### config.mk
export PLATFORM = sky130hd
export DESIGN_NAME = dog_stream_core
export DESIGN_NICKNAME = d
export VERILOG_FILES = /design/src/rtl/dog_stream_core.sv
export SDC_FILE = /design/constraint.sdc
export NUM_CORES = 1
export LEC_CHECK = 0
export CORE_MARGIN = 10
export CORE_UTILIZATION = 40
export DETAILED_ROUTE_END_ITERATION = 10
export HOLD_SLACK_MARGIN = 0.06
export MAX_ROUTING_LAYER = met4
export SYNTH_ARGS = -nofsm -noshare
export SYNTH_HDL_FRONTEND = slang
export SYNTH_SLANG_ARGS = --single-unit
### constraint.sdc
create_clock -name clk -period 4.55 [get_ports clk]
set_clock_uncertainty 0.1 [all_clocks]
set_input_delay 0.6825 -clock clk [delete_from_list [all_inputs] [get_ports clk]]
set_output_delay 0.6825 -clock clk [all_outputs]
set_load 0.02 [all_outputs]
### src/rtl/dog_stream_core.sv
// Difference-of-Gaussians stream engine: paired source reads, per-pixel |a-b| / max / offset, credited return FIFOs.
// Latency: returns to wr_valid_o in 1 cycle (FIFOs bypass when empty); len+3 cycles start-to-done at full rate.
// Backpressure: wr_ready_i stalls the output register; reads stop at FIFO_DEPTH outstanding. Option: DOG_STATS_EN.

module dog_fifo #(
   parameter int DW    = 8,
   parameter int DEPTH = 4
) (
   input  logic          clk,
   input  logic          rst_n,
   input  logic          push_vld,
   input  logic [DW-1:0] push_dat,
   output logic          pop_vld,
   output logic [DW-1:0] pop_dat,
   input  logic          pop_rdy
);
   localparam int PW = $clog2(DEPTH);

   logic [DW-1:0] mem [DEPTH];
   logic [PW-1:0] wr_ptr, rd_ptr;
   logic [PW:0]   cnt;
   logic          empty, store, take;

   // An empty FIFO passes the incoming word straight through to the consumer.
   assign empty   = (cnt == '0);
   assign pop_vld = !empty || push_vld;
   assign pop_dat = empty ? push_dat : mem[rd_ptr];
   assign store   = push_vld && !(empty && pop_rdy);
   assign take    = pop_rdy && !empty;

   always_ff @(posedge clk) begin
      if (store) mem[wr_ptr] <= push_dat;
   end

   always_ff @(posedge clk or negedge rst_n) begin
      if (!rst_n) begin
         wr_ptr <= '0;
         rd_ptr <= '0;
         cnt    <= '0;
      end else begin
         if (store) wr_ptr <= wr_ptr + 1'b1;
         if (take)  rd_ptr <= rd_ptr + 1'b1;
         case ({store, take})
            2'b10:   cnt <= cnt + 1'b1;
            2'b01:   cnt <= cnt - 1'b1;
            default: cnt <= cnt;
         endcase
      end
   end
endmodule

module dog_stream_core #(
   parameter int DW         = 8,
   parameter int AW         = 16,
   parameter int FIFO_DEPTH = 4
) (
   input  logic          clk,
   input  logic          rst_n,
   input  logic          start,
   input  logic [AW-1:0] len,
   input  logic [1:0]    mode,
   input  logic [AW-1:0] src0_base,
   input  logic [AW-1:0] src1_base,
   input  logic [AW-1:0] dst_base,
   output logic          rd_valid_o,
   output logic [AW-1:0] ram0_rd_addr_o,
   output logic [AW-1:0] ram1_rd_addr_o,
   input  logic          ram0_valid_in,
   input  logic [DW-1:0] ram0_data_in,
   input  logic          ram1_valid_in,
   input  logic [DW-1:0] ram1_data_in,
   output logic          wr_valid_o,
   output logic [AW-1:0] wr_addr_o,
   output logic [DW-1:0] wr_data_o,
   input  logic          wr_ready_i,
`ifdef DOG_STATS_EN
   output logic [AW-1:0] sat_cnt_o,
`endif
   output logic          busy,
   output logic          done
);
   localparam int CW = $clog2(FIFO_DEPTH) + 1;
   localparam logic signed [DW+1:0] MAXV = {2'b00, {DW{1'b1}}};
   localparam logic signed [DW+1:0] HALF = (DW+2)'(1) << (DW-1);

   typedef enum logic [1:0] {S_IDLE, S_RUN, S_DRAIN, S_DONE} state_t;

   state_t        state_q, state_d;
   logic [AW-1:0] len_q, src0_q, src1_q, dst_q;
   logic [1:0]    mode_q;
   logic [AW-1:0] rd_idx, wr_idx, wr_cnt;
   logic [CW-1:0] outstanding;

   logic          start_acc, active, issue, pop, wr_hs, out_free;
   logic          last_rd, last_wr;
   logic          f0_vld, f1_vld;
   logic [DW-1:0] f0_dat, f1_dat;

   logic signed [DW+1:0] d, e, mag;
   logic [DW-1:0]        res;
   logic                 clamp;

   assign start_acc = (state_q == S_IDLE) && start;
   assign active    = (state_q == S_RUN) || (state_q == S_DRAIN);
   assign issue     = (state_q == S_RUN) && (outstanding < CW'(FIFO_DEPTH));
   assign out_free  = !wr_valid_o || wr_ready_i;
   assign pop       = active && f0_vld && f1_vld && out_free;
   assign wr_hs     = wr_valid_o && wr_ready_i;
   assign last_rd   = issue && (rd_idx == len_q - 1'b1);
   assign last_wr   = wr_hs && (wr_cnt == len_q - 1'b1);

   assign rd_valid_o     = issue;
   assign ram0_rd_addr_o = src0_q + rd_idx;
   assign ram1_rd_addr_o = src1_q + rd_idx;
   assign busy           = active;
   assign done           = (state_q == S_DONE);

   // Returns arriving outside a job are discarded so they cannot pollute the next one.
   dog_fifo #(.DW(DW), .DEPTH(FIFO_DEPTH)) u_fifo0 (
      .clk      (clk),
      .rst_n    (rst_n),
      .push_vld (ram0_valid_in && active),
      .push_dat (ram0_data_in),
      .pop_vld  (f0_vld),
      .pop_dat  (f0_dat),
      .pop_rdy  (pop)
   );

   dog_fifo #(.DW(DW), .DEPTH(FIFO_DEPTH)) u_fifo1 (
      .clk      (clk),
      .rst_n    (rst_n),
      .push_vld (ram1_valid_in && active),
      .push_dat (ram1_data_in),
      .pop_vld  (f1_vld),
      .pop_dat  (f1_dat),
      .pop_rdy  (pop)
   );

   always_comb begin
      d     = $signed({2'b00, f0_dat}) - $signed({2'b00, f1_dat});
      e     = d + HALF;
      mag   = d[DW+1] ? -d : d;
      res   = '0;
      clamp = 1'b0;
      case (mode_q)
         2'd1: begin
            if (d < 0) clamp = 1'b1;
            else       res   = d[DW-1:0];
         end
         2'd2: begin
            if (e < 0) begin
               clamp = 1'b1;
            end else if (e > MAXV) begin
               res   = {DW{1'b1}};
               clamp = 1'b1;
            end else begin
               res   = e[DW-1:0];
            end
         end
         default: begin
            if (mag > MAXV) begin
               res   = {DW{1'b1}};
               clamp = 1'b1;
            end else begin
               res   = mag[DW-1:0];
            end
         end
      endcase
   end

   always_comb begin
      state_d = state_q;
      case (state_q)
         S_IDLE:  if (start) state_d = (len == '0) ? S_DONE : S_RUN;
         S_RUN:   if (last_rd) state_d = S_DRAIN;
         S_DRAIN: if (last_wr) state_d = S_DONE;
         S_DONE:  state_d = S_IDLE;
         default: state_d = S_IDLE;
      endcase
   end

   always_ff @(posedge clk or negedge rst_n) begin
      if (!rst_n) state_q <= S_IDLE;
      else        state_q <= state_d;
   end

   always_ff @(posedge clk or negedge rst_n) begin
      if (!rst_n) begin
         len_q       <= '0;
         mode_q      <= '0;
         src0_q      <= '0;
         src1_q      <= '0;
         dst_q       <= '0;
         rd_idx      <= '0;
         wr_idx      <= '0;
         wr_cnt      <= '0;
         outstanding <= '0;
         wr_valid_o  <= 1'b0;
         wr_addr_o   <= '0;
         wr_data_o   <= '0;
      end else if (start_acc) begin
         len_q       <= len;
         mode_q      <= mode;
         src0_q      <= src0_base;
         src1_q      <= src1_base;
         dst_q       <= dst_base;
         rd_idx      <= '0;
         wr_idx      <= '0;
         wr_cnt      <= '0;
         outstanding <= '0;
      end else begin
         if (issue) rd_idx <= rd_idx + 1'b1;
         if (pop)   wr_idx <= wr_idx + 1'b1;
         if (wr_hs) wr_cnt <= wr_cnt + 1'b1;
         // A pop frees its credit at the same edge that a new read may consume one.
         case ({issue, pop})
            2'b10:   outstanding <= outstanding + 1'b1;
            2'b01:   outstanding <= outstanding - 1'b1;
            default: outstanding <= outstanding;
         endcase
         if (pop) begin
            wr_valid_o <= 1'b1;
            wr_addr_o  <= dst_q + wr_idx;
            wr_data_o  <= res;
         end else if (wr_hs) begin
            wr_valid_o <= 1'b0;
         end
      end
   end

`ifdef DOG_STATS_EN
   always_ff @(posedge clk or negedge rst_n) begin
      if (!rst_n)              sat_cnt_o <= '0;
      else if (start_acc)      sat_cnt_o <= '0;
      else if (pop && clamp)   sat_cnt_o <= sat_cnt_o + 1'b1;
   end
`else
   logic stats_unused;
   assign stats_unused = clamp;
`endif
endmodule

==> impl_results.md <==
* Final number of hold-violating endpoints at 0
* WL final at 32.2 mm
* Top cell type's share of synthesized area at 30.5%
* Power Density at 760 mW/mm2
* Initial antenna violation count at 0
* Starting density of the core at 40.8%
* Clock Tree Buf Depth at 3
* Highest Clock Rate at 231 MHz
* Core ar. at 0.0318 mm2
* Critical Path AT at 3.55 ns
* Die width at 200 um
* Peak VDD IR at 0.526 mV
* Top_reg_cell synth: dfrtp_1
* GRT Util Overall at 16.3%
* GRT overflow at 0
* Cts bufs inserted at 26
* Post-synth EDFFs at 64
* Cell area after synthesis at 0.0130 mm2
* Sequential fraction of the synthesis area at 45.3%
* Number of global-route vias before repair at 10400
* Share of layout cells above drive strength 1 at 7.97%
* CP Capture Type: output port
* Synth warn at 0
* Most frequent cells after synthesis: nand2_1 (267), dfrtp_1 (158), nor2_1 (100), ha_1 (78)
* Via-to-Cell Ratio at 5.17
* Unrepaired setup endpoints after global routing: false
* Slew Viols, Final at 0
* P_leak at 6.92 nW
* Outcome: complete, no violations
* First-pass GRT wire length at 53.7 mm
* Critical path class: reg2out
* Req. time, crit path at 3.77 ns
* Min Tclk post-route at 4.33 ns
* Relative slew slack at 32.3%
* Max-cap violations at 0
* CTS H-tree depth at 1
* Clock tree sinks at 222
* Period utilization at 95.1%
* Die area at 0.0401 mm2
* Largest net degree at the start of global routing at 103
* Post-Place Setup Slack at 0.0810 ns
* Area contributors post-synth: dfrtp_1 (30%), edfxtp_1 (15%), nand2_1 (7.7%), ha_1 (7.5%), xnor2_1 (4.4%)
* FFs w/ async S/R, synth at 71.2%
* CTS clk-pin slew, worst paths at 0.06 ns
* Most frequent cell after synthesis: nand2_1
* Syn_nets at 1504
* Placer Congestion at 0.892
* Post-CTS Hold Buffers at 0
* Mapped Cells at 1331
* Synthesis-to-finish area growth at 22.2%
* Number of diodes at 0
* DRC violations left at 0
* CTS root buf: clkbuf_16
* Setup violations, final at 0
* Hold Path Class: in2async
* Via count at 9968
* Netlist cell types at 70
* Detail Placement HPWL at 23.5 mm
* Fin worst setup slack at 0.221 ns
* Routed Antenna Nets at 0
* 1st-pass router iterations at 7
* R2R depth at 11
* Port bufs at 147
* Tightest Pin Transition at 1.02 ns
* #FFs+latches synth at 222
* Die Span Y at 200 um
* Clk_lat worst skew at 0.53 ns
* Avg Inst Size Synth at 9.75 um2
* Ports at 148
* Worst-path fanout max at 6
* TNS Setup at 0 ns
* Layout Nets at 1647
* CTS tree: yes
* Rows at 65
* Area leader, netlist: dfrtp_1
* Critical Path Source Type: flop
* Initial drt markers at 580
* WL/cell at 16.7 um
==> sequential cells by signal (all words and copies together) (netlist names), 3 cells and up <==
signal / count
outstanding: 3
wr_data_o: 8
len_q: 16
src1_q: 16
src0_q: 16
wr_idx: 16
u_fifo0.cnt: 3
rd_idx: 16
u_fifo1.cnt: 3
dst_q: 16
wr_cnt: 16
u_fifo1.mem: 32
u_fifo0.mem: 32
wr_addr_o: 16
==> cell type report <==
class,instances,area [um2]
repair buffers,161,1600
fillers,2910,15900
multi-input cells,1012,6790
flip-flops and latches,222,5880
inverters,51,191
clock buffers,37,774
clock inverters,11,83.8
well taps,435,544
==> power by group <==
| group | total, mW | switching, mW | internal [mW] |
|---|---|---|---|
| Combinational | 6.70 | 3.72 | 2.98 |
| Clock | 2.07 | 0.834 | 1.24 |
| Sequential | 3.29 | 0.591 | 2.70 |
==> stage by stage <==
stage,area [um2],power [mW],hold WS (ns),util [%],std cells
global placement,14900,9.89,0.363,47.0,1880
floorplan,13000,7.94,0.287,-,1331
finish,15900,12.1,0.171,49.9,1929
detailed placement,14900,10.0,0.365,47.0,1880
CTS,15800,12.1,0.224,49.7,1928
global route,15900,13.1,0.268,49.9,1929
==> what timing repair did <==
| action | CTS | global route |
|---|---|---|
| endpoints found under the setup margin | 4 | 15 |
| setup buffers | 0 | 1 |
| hold endpoints to repair | 0 | 0 |
| pin swaps | 0 | 1 |
| resized for setup | 4 | 12 |
==> cells by family after synthesis <==
family / after synthesis / synth area share (%)
simple gates: 544 / 19.1
flops: 222 / 45.3
fa+ha+maj: 86 / 8.67
xor+xnor: 131 / 8.94
compound gates: 213 / 10.7
mux: 38 / 4.56
buf+inv: 97 / 2.81
==> cell usage in the layout (no fill, tap or decap), types with 49 or more instances in the layout <==
master / Yosys / final
a21oi_1: 49 / 49
o21ai_0: 64 / 64
nand2_1: 267 / 266
inv_1: 50 / 50
dfrtp_1: 158 / 156
edfxtp_1: 64 / 64
xor2_1: 65 / 65
ha_1: 78 / 78
nor2_1: 100 / 100
clkdlybuf4s50_1: 0 / 140
xnor2_1: 65 / 65
==> path summary, 6_finish.rpt <==
kind | start | slack, ns | to
setup reg to reg | u_fifo0.rd_ptr[0] | 0.38 | wr_data_o[6]
setup / recovery | rd_idx[0] | 0.22 | ram1_rd_addr_o[10]
hold / removal | rst_n | 0.17 | u_fifo1.wr_ptr[1]
hold reg to reg | wr_data_o[4] | 0.38 | wr_data_o[4]
max in group asynchronous | rst_n | 3.30 | u_fifo0.rd_ptr[0]
min in group clk | wr_data_o[4] | 0.38 | wr_data_o[4]
==> critical path: stages (launching register included) <==
cell,delay (ns)
dfrtp_2,0.48
ha_1,0.25
inv_1,0.08
fa_1,0.21
nor2b_1,0.06
o21a_1,0.17
nor2_1,0.16
o21bai_1,0.11
a31o_2,0.27
a31oi_1,0.29
nor2b_1,0.20
xnor2_1,0.12
clkdlybuf4s50_1,0.62
==> routing by layer <==
layer | vias up | GRT usage [%] | wire [um]
met5 | - | - | 0
met4 | 0 | 4.91 | 879
met3 | 49 | 2.85 | 1270
met2 | 170 | 25.8 | 14900
met1 | 4814 | 20.9 | 15200
li1 | 4935 | - | -
Note: power is estimated with default switching activity, not from simulation.
